File: src/rtl/ram_pkg.sv
// Shared definitions for the parametrised dual-port RAM family: read-during-write
// mode encodings, the clear-sequencer state type and a byte-lane width helper.
package ram_pkg;

  // Same-address read-during-write behaviour selectors
  localparam int RD_FIRST = 0;
  localparam int WR_FIRST = 1;

  // Clear sequencer states: CLEAR sweeps zeros through memory, RUN serves the ports
  typedef enum logic {
    CLEAR = 1'b0,
    RUN   = 1'b1
  } state_e;

  // Number of byte lanes in a word of the given width
  function automatic int be_width(input int data_w);
    return data_w / 8;
  endfunction

endpackage

File: src/rtl/ram_clear_seq.sv
// Clear sequencer: after reset or a clr request it walks every address once,
// issuing a zero-write strobe per cycle, and reports busy until the sweep ends.
module ram_clear_seq
  import ram_pkg::*;
#(
  parameter int ADDR_W = 6
) (
  input  logic              clk,
  input  logic              rst,
  input  logic              clr,
  output logic              clr_we,
  output logic [ADDR_W-1:0] clr_addr,
  output logic              init_busy
);

  localparam int DEPTH = 1 << ADDR_W;

  // Counter is one bit wider than the address so the final index is representable
  // independently of the wrap point.
  localparam logic [ADDR_W:0] LAST_IDX = (ADDR_W + 1)'(DEPTH - 1);
  localparam logic [ADDR_W:0] CNT_ONE  = (ADDR_W + 1)'(1);

  state_e            state_q;
  state_e            state_d;
  logic [ADDR_W:0]   cnt_q;
  logic [ADDR_W:0]   cnt_d;

  // Next-state and sweep outputs; leaving CLEAR happens on the cycle that writes DEPTH-1
  always_comb begin
    state_d   = state_q;
    cnt_d     = cnt_q;
    clr_we    = 1'b0;
    clr_addr  = cnt_q[ADDR_W-1:0];
    init_busy = 1'b0;
    case (state_q)
      CLEAR: begin
        init_busy = 1'b1;
        clr_we    = 1'b1;
        cnt_d     = cnt_q + CNT_ONE;
        if (cnt_q == LAST_IDX) begin
          state_d = RUN;
          cnt_d   = '0;
        end
      end
      RUN: begin
        if (clr) begin
          state_d = CLEAR;
          cnt_d   = '0;
        end
      end
      default: begin
        state_d = CLEAR;
        cnt_d   = '0;
      end
    endcase
  end

  // State and counter registers; reset restarts the sweep from address 0
  always_ff @(posedge clk) begin
    if (rst) begin
      state_q <= CLEAR;
      cnt_q   <= '0;
    end else begin
      state_q <= state_d;
      cnt_q   <= cnt_d;
    end
  end

endmodule

File: src/rtl/ram_dp_param.sv
// Simple dual-port synchronous RAM with byte enables, selectable read-during-write
// behaviour, an optional output register and a built-in zeroing sweep.
module ram_dp_param
  import ram_pkg::*;
#(
  parameter int DATA_W  = 8,
  parameter int ADDR_W  = 6,
  parameter int RD_MODE = 0,
  parameter int OUT_REG = 0
) (
  input  logic                  clk,
  input  logic                  rst,
  input  logic                  clr,
  input  logic                  write,
  input  logic [ADDR_W-1:0]     wr_addr,
  input  logic [DATA_W-1:0]     data,
  input  logic [DATA_W/8-1:0]   wr_be,
  input  logic                  rd_en,
  input  logic [ADDR_W-1:0]     rd_addr,
  output logic [DATA_W-1:0]     q,
  output logic                  q_valid,
  output logic                  init_busy
);

  localparam int DEPTH = 1 << ADDR_W;
  localparam int BE_W  = be_width(DATA_W);

  logic                 clr_we;
  logic [ADDR_W-1:0]    clr_addr;

  logic [DATA_W-1:0]    mem_q [DEPTH];

  logic                 wr_accept;
  logic                 rd_accept;
  logic                 collide;
  logic [DATA_W-1:0]    old_word;
  logic [DATA_W-1:0]    merged_word;
  logic [DATA_W-1:0]    rd_word;
  logic                 mem_we;
  logic [ADDR_W-1:0]    mem_waddr;
  logic [DATA_W-1:0]    mem_wdata;

  logic [DATA_W-1:0]    s1_data_q;
  logic [DATA_W-1:0]    s1_data_d;
  logic                 s1_valid_q;
  logic                 s1_valid_d;

  ram_clear_seq #(
    .ADDR_W(ADDR_W)
  ) u_clear_seq (
    .clk       (clk),
    .rst       (rst),
    .clr       (clr),
    .clr_we    (clr_we),
    .clr_addr  (clr_addr),
    .init_busy (init_busy)
  );

  // Port acceptance: a clr cycle already belongs to the sweep that follows,
  // so neither port is serviced on it.
  always_comb begin
    wr_accept = 1'b0;
    rd_accept = 1'b0;
    if (!init_busy && !clr) begin
      wr_accept = write;
      rd_accept = rd_en;
    end
  end

  // Byte-enable merge of the new data into the currently stored word
  always_comb begin
    old_word    = mem_q[wr_addr];
    merged_word = old_word;
    for (int i = 0; i < BE_W; i++) begin
      if (wr_be[i]) begin
        merged_word[8*i +: 8] = data[8*i +: 8];
      end
    end
  end

  // Memory write source: sweep zeros take the port while clearing, user writes otherwise
  always_comb begin
    mem_we    = 1'b0;
    mem_waddr = wr_addr;
    mem_wdata = merged_word;
    if (clr_we) begin
      mem_we    = 1'b1;
      mem_waddr = clr_addr;
      mem_wdata = '0;
    end else if (wr_accept) begin
      mem_we    = 1'b1;
    end
  end

  // Storage array; contents are defined by the sweep rather than by reset
  always_ff @(posedge clk) begin
    if (mem_we) begin
      mem_q[mem_waddr] <= mem_wdata;
    end
  end

  // Read path: the array read is naturally pre-write, write-first bypasses the merged word
  always_comb begin
    collide    = wr_accept && rd_accept && (wr_addr == rd_addr);
    rd_word    = mem_q[rd_addr];
    if ((RD_MODE == WR_FIRST) && collide) begin
      rd_word = merged_word;
    end
    s1_valid_d = rd_accept;
    s1_data_d  = rd_accept ? rd_word : s1_data_q;
  end

  // First read stage register; holds its data when no read is accepted
  always_ff @(posedge clk) begin
    if (rst) begin
      s1_data_q  <= '0;
      s1_valid_q <= 1'b0;
    end else begin
      s1_data_q  <= s1_data_d;
      s1_valid_q <= s1_valid_d;
    end
  end

  if (OUT_REG != 0) begin : g_out_reg
    logic [DATA_W-1:0] s2_data_q;
    logic [DATA_W-1:0] s2_data_d;
    logic              s2_valid_q;
    logic              s2_valid_d;

    // A clr accepted in RUN also cancels the read sitting in the first stage
    always_comb begin
      s2_valid_d = s1_valid_q && !(clr && !init_busy);
      s2_data_d  = s2_valid_d ? s1_data_q : s2_data_q;
    end

    // Output pipeline register
    always_ff @(posedge clk) begin
      if (rst) begin
        s2_data_q  <= '0;
        s2_valid_q <= 1'b0;
      end else begin
        s2_data_q  <= s2_data_d;
        s2_valid_q <= s2_valid_d;
      end
    end

    assign q       = s2_data_q;
    assign q_valid = s2_valid_q;
  end else begin : g_no_out_reg
    assign q       = s1_data_q;
    assign q_valid = s1_valid_q;
  end

endmodule

File: config.mk
export PLATFORM = sky130hd
export DESIGN_NAME = ram_dp_param
export DESIGN_NICKNAME = d
export VERILOG_FILES = /design/src/rtl/ram_pkg.sv /design/src/rtl/ram_clear_seq.sv /design/src/rtl/ram_dp_param.sv
export SDC_FILE = /design/constraint.sdc
export NUM_CORES = 1
export LEC_CHECK = 0
export ABC_CLOCK_PERIOD_IN_PS = 4800
export CAP_MARGIN = 20
export CORE_ASPECT_RATIO = 1.5
export CORE_MARGIN = 2
export CORE_UTILIZATION = 38
export CTS_CLUSTER_SIZE = 20
export DETAILED_ROUTE_END_ITERATION = 16
export GPL_TIMING_DRIVEN = 0
export PLACE_DENSITY_LB_ADDON = 0.2
export SYNTH_ARGS = -nofsm -noshare
export SYNTH_HDL_FRONTEND = slang
export SYNTH_SLANG_ARGS = --single-unit
File: constraint.sdc
create_clock -name clk -period 4.8 [get_ports clk]
set_clock_uncertainty 0.1 [all_clocks]
set_input_delay 0.96 -clock clk [delete_from_list [all_inputs] [get_ports clk]]
set_output_delay 0.96 -clock clk [all_outputs]
set_load 0.02 [all_outputs]
# ---- Word level (Yosys, flattened, before mapping)
# Memories as Yosys holds them, arrays and structs flattened. A register that Yosys moved wholly into a read port is not among the register bits.
# Cells that the tools add are included.
dict set report word_totals {
  n_memories 1
  reg_bits 9
  mem_bits_rw 512
  word_cells 26
  input_bits 26
  out_inout_bits 10
}
# memory depth width read_ports rd_clocked_by_memory_dff wr line_no
set mem_list {}
lappend mem_list {mem_q 64 8 2 1 1 ram_dp_param.sv:31} ;# logic [DATA_W-1:0] mem_q [DEPTH];
dict set report classes {
  add_sub_neg 1
  n_bitwise 1
  n_eq_ne 2
  muxes 16
  reduce_logical 2
}
# cell n
set op_table {}
lappend op_table {{$mux 8} 2}
lappend op_table {{$mux 7} 2}
lappend op_table {{$pmux 7 s2} 1}
lappend op_table {{$mux 1} 9}
lappend op_table {{$add 7x1->7 const B} 1}
lappend op_table {{$eq 7x6->1 const B} 1}
lappend op_table {{$mux 6} 1}
lappend op_table {{$ne 2x2->1 const B} 1}
lappend op_table {{$pmux 1 s2} 1}
lappend op_table {{$logic_and 1x1->1} 1}
lappend op_table {{$logic_not 1->1} 1}
lappend op_table {{$not 1->1} 1}

# ---- Depth between registers and ports, before layout
# Gate-level depths: netlist of the first run.
dict set report depth {
  depth_word 7
  mapped_depth 9
  ltp_nobuf 6
}

# ---- By module
# A second synthesis of the first run with hierarchy kept.
dict set report hier_totals {
  cells_unflattened 1381
  hier_area_um2 24870.1
}
# module instances cells_each area_per_inst_um2
set by_module_without_submodules {}
lappend by_module_without_submodules {ram_dp_param 1 1328 24410.9}
lappend by_module_without_submodules {ram_clear_seq 1 53 459.2}

# ---- Worst setup path after synthesis of the first run
# Ideal clock, no wire load.
dict set report synth_timing {
  kind {input to register}
  start {input port wr_addr[0]}
  end {memory mem_q[0][0], data pin}
  path_buffers 3
  path_slack_ps 17
  arrival_time_ps 4115
  required_ps 4133
  path_stages 8
  setup_ps 567
  cell_sequence {buf_2 -> buf_4 -> nor2_1 -> clkbuf_1 -> a22o_1 -> a2111oi_0 -> nor4_1 -> o221ai_1}
}
dict set report synth_between {
  elab_chain_cells 3
}
# item line_no
set synth_lines {}
lappend synth_lines {{from (decl)} ram_dp_param.sv:15} ;# input logic [ADDR_W-1:0] wr_addr,
lappend synth_lines {{$mem_v2 64x8} --}
lappend synth_lines {{$mux 8} ram_dp_param.sv:75} ;# if (wr_be[i]) begin
lappend synth_lines {{$mux 8} ram_dp_param.sv:86} ;# if (clr_we) begin
lappend synth_lines {{net mem_wdata[0]} ram_dp_param.sv:41} ;# logic [DATA_W-1:0] mem_wdata;
lappend synth_lines {{to (decl)} ram_dp_param.sv:31}
# The timed path passes the listed nets, and every way through them passes these cells.

# ---- Worst setup path in the final report of the first run
dict set report layout_timing {
  start {input port wr_addr[1]}
  end {memory mem_q[40][5], data pin}
}
# The elaborated chain is that of the path after synthesis.

==> metrics, run 1 <==
Tcrit/Tclk final 99.0%; Synth Instances 1,456; GR met2 Demand/Resource 43.5%; Static Leakage 8.98 nW; insertion delay to the later sink of the worst-skew pair 0.60 ns; diode count 0; CP arrival 4.97 ns; post-synthesis mux area share 23.3%; antenna violations before repair 0; vias 15,200; worst-path cell chain clkdlybuf4s50_1 -> buf_2 -> nor2b_1 -> clkbuf_1 -> a2111oi_0 -> nor4_1 -> o221ai_4 -> buf_12; Synth area leader edfxtp_1; FMAX 210 MHz; Synth top cells by count 512 x edfxtp_1, 153 x mux4_2, 104 x mux2i_1; Final nets 1,588; Tightest Hold Check Type flop to flop; CTS sink cnt 529; async set-reset flop share out of synthesis 0%; Die H 318 um; die extent in x 213 um; Yosys cell types 47; hold path depth 2; Std-Cell Rows 115; warnings from Yosys 0; Placed Cells incl. Taps 2,385; FF-to-FF Start u_clear_seq.state_q; area of the core 65,300 um2; final hold vios 0; Clock Tree Buf Depth 3; Post-Synth Simple-Gate Area 4.74%; Adder-Cell Fraction of Synth Area 0.0501%; slew at the pin with the worst max-slew slack 1.25 ns; min cycle time layout 4.75 ns; M3 GR Usage 3.41%; full die area 67,800 um2; number of global-route vias before repair 15,800; CTS buffer count 49; Final ANT Viol Nets 0; clock tree from TritonCTS yes; mean post-synth cell area 17.1 um2; WP buf/inv 4; Hold Path End u_clear_seq.cnt_q[6]; register bit total from synthesis 529; Syn Std Cell Area 25,000 um2; register clock-pin slew on the reported worst setup and hold paths 0.06 ns; Max FO, Critical Path 33; Max Cap Violations 0; CP top delay family buffers and inverters; Syn Nets 1,483; post-synthesis xor/xnor area fraction 0%; sequential fraction of the synthesis area 63.0%; Crit. End Element flop; WP data required 5.02 ns; Final Max Slew Viols 0; RSZ-0062 raised after global routing no; starting density of the core 38.2%; Hold Path Origin u_clear_seq.cnt_q[6]; layout cells sized above 1 24.5%; IO Port Bufs 29; Crit path largest cell delay 0.67 ns; pin count of the biggest net entering global routing 41; CP max stage cell nor4_1; reg-to-reg slack, setup 1.14 ns; I/O pin total 36; run status complete, no violations; drt first-iter violations 1,882; Pwr Total 0.00959 W; total global routing overflow 0; critical path type primary input to flop; TritonRoute pass-1 iters 5; Startpoint Class primary input; worst r2r path cells 5; first-pass GRT wire length 114,000 um; Post-DP HPWL 61,600 um; largest family of logic cells by synthesized area multiplexers; via density per instance 6.17; Layout area overhead 13.7%; root buf cell clkbuf_16; Worst R2R End mem_q[40][5]; H-tree levels 2; Slew headroom 15.6%; DRC 0; EDFF count, synth 512; count leader, synth edfxtp_1; Detailed Route WL 82,400 um; GRT Total Usage 24.4%; WL/cell 33.3 um; largest cells by area after synthesis edfxtp_1 62%, mux4_2 14%, mux2i_1 4.2%; final setup fails 0; peak supply drop 0.265 mV; dominant synthesized flop cell edfxtp_1; post-synthesis compound-gate area fraction 6.77%; Power per Cell Area 338 nW/um2; hold buffers post-CTS 0; met1 track demand over resource 28.3%; final estimated routing congestion in global placement 0.977; Yosys top cell area share 61.6%; busiest grt layer met2; final std cells w/o fill 2,472
## placed cells by master (no fill, tap or decap), drive strengths merged, types with 2 or more instances in the layout
| master | n |
|---|---|
| a2111oi | 40 |
| a211oi | 41 |
| a21oi | 8 |
| a221oi | 7 |
| a22o | 48 |
| and3 | 2 |
| buf | 83 |
| bufinv | 3 |
| clkbuf | 118 |
| clkdlybuf4s50 | 29 |
| clkinv | 14 |
| dfxtp | 17 |
| edfxtp | 512 |
| inv | 7 |
| mux2 | 81 |
| mux2i | 104 |
| mux4 | 169 |
| nand2 | 23 |
| nand2b | 11 |
| nand3 | 13 |
| nand3b | 3 |
| nand4b | 2 |
| nor2 | 89 |
| nor2b | 43 |
| nor3 | 11 |
| nor4 | 24 |
| o21ai | 14 |
| o221ai | 8 |
| o22ai | 47 |
| o32ai | 4 |
| or2 | 4 |
| or3 | 3 |
## area by class of cell
type                    count  area [um2]
clock buffers              67        1350
repair buffers             54         629
fillers                  5771       37000
clock inverters            18         160
flip-flops and latches    529       15700
inverters                   7        26.3
plain buffers             109         515
well taps                 877        1100
multi-input cells         811        8880
## power by group
group / internal, W / switching [W]
Sequential: 0.00501 / 0.0000130
Combinational: 0.000279 / 0.000486
Clock: 0.00212 / 0.00168
## layer usage
metal  part of all wire [%]  routed length, um
met1                     36              29600
met2                     52              42700
met3                    6.3               5160
met4                    6.0               4930
met5                      0                  0
## registers in the layout, indices dropped and copies added (netlist names)
register and cells:
u_clear_seq.state_q 1, u_clear_seq.cnt_q 7, q 8, q_valid 1
mem_q 512
## cells by family after synthesis
family	after synthesis
flops	529
mux	354
simple gates	234
compound gates	222
buf+inv	116
fa+ha+maj	1
## stage by stage
step | setup TNS [ns] | instance area, um2 | setup slack, ns | hold WS (ns) | utilization, %
2_1_floorplan | 0 | 25000 | 0.0174 | 0.333 | -
3_3_place_gp | -2084.45 | 26300 | -4.97 | 0.359 | 40.3
3_5_place_dp | -218.16 | 26800 | -0.821 | 0.365 | 41.0
4_1_cts | 0 | 28300 | 0.0232 | 0.374 | 43.4
5_1_grt | 0 | 28400 | 0.0127 | 0.409 | 43.4
6_report | 0 | 28400 | 0.0491 | 0.368 | 43.4
## tightest hold or removal path, stage by stage, from the launching register on
cell and delay, ns:
dfxtp_1 0.30, inv_1 0.07, nor3_1 0.05
## worst max path at each step
stage | startpoint | to | slack (ns) | depth (start not counted)
2_1_floorplan | wr_addr[0] | mem_q[0][0] | 0.02 | 8
3_3_place_gp | wr_addr[1] | mem_q[56][1] | -4.97 | 8
3_5_place_dp | wr_addr[1] | mem_q[8][3] | -0.82 | 9
4_1_cts | wr_addr[1] | mem_q[11][3] | 0.02 | 8
5_1_grt | wr_addr[1] | mem_q[23][1] | 0.01 | 10
6_report | wr_addr[1] | mem_q[40][5] | 0.05 | 8
## timing repair
item	CTS	global route
endpoints found under the setup margin	72	96
resized for setup	2	3
buffers inserted	0	0
Power figures use the tool's default switching activity.
==> inputs of run 2 (changes only) <==
--- a/config.mk
+++ b/config.mk
@@ -10,7 +10,7 @@
 export CORE_ASPECT_RATIO = 1.5
 export CORE_MARGIN = 2
 export CORE_UTILIZATION = 38
-export CTS_CLUSTER_SIZE = 20
+export CTS_CLUSTER_SIZE = 10
 export DETAILED_ROUTE_END_ITERATION = 16
 export GPL_TIMING_DRIVEN = 0
 export PLACE_DENSITY_LB_ADDON = 0.2
==> run 2 against run 1 <==
Against the previous run:
- first-iteration DRC count is 1.6% lower
- final area is 0.31% higher
- cell count is 0.40% higher
- die area stayed put
- utilization is 0.13 points higher
- critical endpoint is now mem_q[43][5]
==> metrics, run 2 (same netlist as run 1, synthesis figures left out) <==
Startpoint Class primary input; Largest register FFs 512 (unchanged); IO Port Bufs 29 (unchanged); Clock Tree Buf Depth 3 (unchanged); CTS buffer count 58 (+18%); Post-DP HPWL 61,600 um (unchanged); Crit. End Element flop; Power per Cell Area 344 nW/um2 (+1.7%); clock tree from TritonCTS yes; CP arrival 4.96 ns (about the same); antenna violations before repair 0 (unchanged); Std-Cell Rows 115 (unchanged); FMAX 211 MHz (+0.22%); Post-CTS Setup Bufs 0 (unchanged); diode count 0 (unchanged); post-CTS sizing 1 (-1); Final nets 1,596 (+0.50%); critical path type primary input to flop; Final Max Slew Viols 0 (unchanged); DRC 0 (unchanged); pin count of the biggest net entering global routing 41 (unchanged); area of the core 65,300 um2 (unchanged); root buf cell clkbuf_16; Reg with most FFs mem_q; number of global-route vias before repair 16,000 (+0.94%); run status complete, no violations; Die H 318 um (unchanged); Max Cap Violations 0 (unchanged); final estimated routing congestion in global placement 0.977 (unchanged); Placed Cells incl. Taps 2,385 (unchanged); H-tree levels 2 (unchanged); Max FO, Critical Path 33 (unchanged); layout cells sized above 1 23.8% (-0.65 points); die extent in x 213 um (unchanged); WL/cell 33.4 um (+0.36%); drt first-iter violations 1,851 (-1.6%); Final ANT Viol Nets 0 (unchanged); RSZ-0062 raised after global routing no; commonest non-fill, non-tap cell in the layout edfxtp_1; Slew headroom 17.5% (+1.9 points); register clock-pin slew on the reported worst setup and hold paths 0.06 ns (about the same); Pwr Total 0.00979 W (+2.0%); Detailed Route WL 83,000 um (+0.77%); CTS sink cnt 529 (unchanged); hold buffers post-CTS 0 (unchanged); first-pass GRT wire length 115,000 um (+0.70%); peak supply drop 0.256 mV (-3.3%); placed inst area 26,800 um2 (unchanged); final setup fails 0 (unchanged); GRT Total Usage 24.5% (+0.17 points); slew at the pin with the worst max-slew slack 1.23 ns (-0.0280 ns); insertion delay to the later sink of the worst-skew pair 0.61 ns (about the same); final std cells w/o fill 2,482 (+0.40%); vias 15,400 (+0.71%); Static Leakage 9.00 nW (+0.23%); TritonRoute pass-1 iters 6 (+1); full die area 67,800 um2 (unchanged); starting density of the core 38.2% (unchanged); total global routing overflow 0 (unchanged); min cycle time layout 4.74 ns (-0.0106 ns); I/O pin total 36 (unchanged); Layout area overhead 14.0%; design area 28,500 um2 (+0.31%); final hold vios 0 (unchanged); WP data required 5.02 ns (about the same); Tightest Hold Check Type flop to flop; commonest non-fill, non-tap cells in the layout 512 x edfxtp_1, 153 x mux4_2, 104 x mux2i_1, 88 x nor2_1, 86 x clkbuf_1; via density per instance 6.19 (+0.30%); Tcrit/Tclk final 98.8% (-0.22 points)
run 2: cell types whose count changed in the layout (fill, tap and decap cells not counted), moves of 3 or more:
cell,delta
clkbuf_1,+24
clkinv_2,-8
clkbuf_16,+10
clkinv_1,-6
bufinv_16,-3
clkbuf_8,-6
run 2: cell type report:
type | count | area (um2)
buffer | 109 | 515
clock buffer | 95 | 1610
clock inverter | 1 | 8.76
fill | 5779 | 36900
inverter | 7 | 26.3
multi-input combinational | 811 | 8870
sequential | 529 | 15700
tap | 877 | 1100
timing repair buffer | 53 | 614
run 2: worst max-delay path, stage by stage:
cell             delay, ns
clkdlybuf4s50_1       0.65
buf_2                 0.32
nor2b_1               0.59
clkbuf_1              0.51
a2111oi_0             0.23
nor4_1                0.80
o221ai_4              0.50
buf_12                0.36
run 2: worst paths after layout:
kind,to,depth (start not counted),slack (ns),from
setup / recovery,mem_q[43][5],8,0.06,wr_addr[1]
hold / removal,u_clear_seq.cnt_q[6],2,0.37,u_clear_seq.cnt_q[6]
setup reg to reg,mem_q[42][4],5,1.15,u_clear_seq.state_q
hold reg to reg,u_clear_seq.cnt_q[6],2,0.37,u_clear_seq.cnt_q[6]
run 2: power by group:
group | total, W | switching, W | internal, W
combinational | 0.000763 | 0.000486 | 0.000278
sequential | 0.00503 | 0.0000128 | 0.00501
clock | 0.00400 | 0.00174 | 0.00225
total | 0.00979 | 0.00224 | 0.00755
run 2: per-layer routing:
metal | routed length, um | vias up | part of all wire (%) | track usage, %
li1 | - | 6378 | - | -
met1 | 29100 | 7995 | 35 | 28.4
met2 | 42900 | 780 | 52 | 43.5
met3 | 5930 | 201 | 7.1 | 3.57
met4 | 5040 | 0 | 6.1 | 13.0
met5 | 0 | - | 0 | 0
run 2: per-stage QoR:
stage | worst slack (ns) | TNS (ns) | utilization [%] | hold slack, ns
floorplan | 0.0174 | 0 | - | 0.333
global placement | -4.97 | -2084.45 | 40.3 | 0.359
detailed placement | -0.821 | -218.16 | 41.0 | 0.365
CTS | 0.0131 | 0 | 43.5 | 0.374
global route | 0.0577 | 0 | 43.6 | 0.409
finish | 0.0597 | 0 | 43.6 | 0.368
==> inputs of run 3 (changes only) <==
--- a/config.mk
+++ b/config.mk
@@ -10,9 +10,10 @@
 export CORE_ASPECT_RATIO = 1.5
 export CORE_MARGIN = 2
 export CORE_UTILIZATION = 38
+export CTS_BUF_LIST = sky130_fd_sc_hd__clkbuf_8
 export CTS_CLUSTER_SIZE = 10
 export DETAILED_ROUTE_END_ITERATION = 16
-export GPL_TIMING_DRIVEN = 0
+export GPL_TIMING_DRIVEN = 1
 export PLACE_DENSITY_LB_ADDON = 0.2
 export SYNTH_ARGS = -nofsm -noshare
 export SYNTH_HDL_FRONTEND = slang
==> run 3 against run 2 <==
Against the previous run:
- non-clock buffer count is 24 higher
- utilization up 0.51 points
- cell count increased by 2.7%
- final area is 1.2% higher
- clock-buffer cell count decreased by 8
- sequential share of layout area shrank 0.64 points
- die area unchanged
- worst setup slack better by 0.62 ns
- critical path type unchanged
- via count down 0.24%
- largest cell class unchanged
==> metrics, run 3 (same netlist as run 1, synthesis figures left out) <==
critical path type primary input to flop; hold buffers post-CTS 0 (unchanged); IO Port Bufs 35 (+21%); Final nets 1,642 (+2.9%); full die area 67,800 um2 (unchanged); Post-CTS Setup Bufs 0 (unchanged); Std-Cell Rows 115 (unchanged); via density per instance 6.01 (-2.9%); DRC 0 (unchanged); WL/cell 31.5 um (-5.8%); slew at the pin with the worst max-slew slack 1.27 ns (+0.0446 ns); setup_tns 0 ns (unchanged); WP buf/inv 4 (unchanged); Tcrit/Tclk final 85.8% (-13 points); clock tree from TritonCTS yes; insertion delay to the later sink of the worst-skew pair 0.68 ns (+0.07 ns); Worst Setup SP wr_addr[1]; Layout area overhead 15.4%; vias 15,300 (-0.24%); Largest register FFs 512 (unchanged); final setup fails 0 (unchanged); min cycle time layout 4.12 ns (-0.624 ns); Max FO, Critical Path 32 (-3.0%); Max Cap Violations 0 (unchanged); CP arrival 4.38 ns (-0.58 ns); total global routing overflow 0 (unchanged); die extent in x 213 um (unchanged); final hold vios 0 (unchanged); CP most frequent cell buf_4; Startpoint Class primary input; Die H 318 um (unchanged); FF-to-FF Start u_clear_seq.state_q; Power per Cell Area 320 nW/um2 (-6.9%); CTS sink cnt 529 (unchanged); RSZ-0062 raised after global routing no; I/O pin total 36 (unchanged); Crit. End Element flop; CTS buffer count 80 (+38%); peak supply drop 0.163 mV (-36%); Reg with most FFs mem_q; Static Leakage 9.52 nW (+5.7%); Crit path largest cell delay 0.81 ns (about the same); pin count of the biggest net entering global routing 90 (+120%); final estimated routing congestion in global placement 0.921 (-5.7%); FMAX 243 MHz (+15%); register clock-pin slew on the reported worst setup and hold paths 0.06 ns (about the same); number of global-route vias before repair 15,900 (-0.26%); Clock Tree Buf Depth 3 (unchanged); commonest non-fill, non-tap cells in the layout 512 x edfxtp_1, 153 x mux4_2, 138 x buf_4, 104 x mux2i_1, 88 x nor2_1; commonest non-fill, non-tap cell in the layout edfxtp_1; starting density of the core 38.2% (unchanged); Post-DP HPWL 55,100 um (-11%); GRT Total Usage 24.0% (-0.55 points); worst-path cell chain clkdlybuf4s50_1 -> buf_4 -> nor2_2 -> buf_4 -> a2111oi_0 -> nor4_1 -> o221ai_4 -> buf_4; post-CTS sizing 0 (-1); layout cells sized above 1 30.3% (+6.5 points); Worst R2R End mem_q[6][6]; H-tree levels 3 (+1); hold path depth 2 (unchanged); CP top delay family simple AND/OR/NAND/NOR gates; Hold Path End u_clear_seq.cnt_q[6]; Tightest Hold Check Type flop to flop; Final Max Slew Viols 0 (unchanged); Finished Core Util 44.1% (+0.51 points); area of the core 65,300 um2 (unchanged); first-pass GRT wire length 114,000 um (-1.2%); worst r2r path cells 7 (+2); worst hold margin 0.381 ns (+0.0126 ns); TritonRoute pass-1 iters 5 (-1); CP max stage cell nor2_2; run status complete, no violations; Final ANT Viol Nets 0 (unchanged); antenna violations before repair 1 (+1); root buf cell clkbuf_8; drt first-iter violations 1,320 (-29%); WP data required 5.07 ns (+0.05 ns); Detailed Route WL 80,400 um (-3.2%); Slew headroom 13.1% (-4.4 points); filler cell count 5,755 (-0.42%); reg-to-reg slack, setup 1.36 ns (+0.21 ns); Hold Path Origin u_clear_seq.cnt_q[6]
[run 3: changes by cell type in the layout (fill, tap and decap cells not counted), moves of 5 or more]
cell / previous run / this run
buf_4: 8 / 138
clkbuf_8: 0 / 87
clkbuf_1: 86 / 0
clkbuf_16: 59 / 0
buf_2: 44 / 1
inv_1: 7 / 33
buf_1: 13 / 0
clkinv_1: 0 / 11
clkinv_2: 0 / 11
buf_12: 9 / 14
[run 3: routing by layer]
metal | global-route usage, % | part of all wire, %
met4 | 12.9 | 5.7
met2 | 41.4 | 52
met1 | 28.8 | 37
met5 | 0 | 0
met3 | 3.30 | 5.0
[run 3: cell type report]
class                   count  area (um2)  area share (%)
inverters                   7        26.3          0.0912
diodes                      1        2.50         0.00869
clock buffers              87        1200            4.16
multi-input cells         811        8850            30.7
repair buffers            186        1660            5.76
flip-flops and latches    529       15700            54.6
well taps                 877        1100            3.81
clock inverters            52         246           0.856
[run 3: power breakdown]
group | internal [W] | total [W] | switching [W]
sequential | 0.00501 | 0.00502 | 0.0000119
combinational | 0.000293 | 0.000732 | 0.000438
clock | 0.00172 | 0.00347 | 0.00175
total | 0.00702 | 0.00922 | 0.00220
[run 3: tightest hold or removal path: stages (launching register included)]
cell     delay, ns
dfxtp_1       0.31
inv_1         0.07
nor3_1        0.05
[run 3: worst max-delay path by stage]
stage              endpoint  slack (ns)  cells past startpoint
3_5_place_dp   mem_q[38][7]        0.10                      8
6_report       mem_q[47][7]        0.68                      8
2_1_floorplan   mem_q[0][0]        0.02                      8
3_3_place_gp   mem_q[34][7]         0.1                      8
5_1_grt        mem_q[42][2]        0.70                      8
4_1_cts        mem_q[46][7]        0.81                      8
[run 3: stage by stage]
| stage | cells | power (W) | worst slack, ns | area, um2 |
|---|---|---|---|---|
| 2_1_floorplan | 1456 | 0.00555 | 0.0174 | 25000 |
| 3_3_place_gp | 2410 | 0.00584 | 0.0976 | 27400 |
| 3_5_place_dp | 2410 | 0.00585 | 0.104 | 27400 |
| 4_1_cts | 2549 | 0.00929 | 0.809 | 28800 |
| 5_1_grt | 2550 | 0.00950 | 0.700 | 28800 |
| 6_report | 2550 | 0.00922 | 0.683 | 28800 |
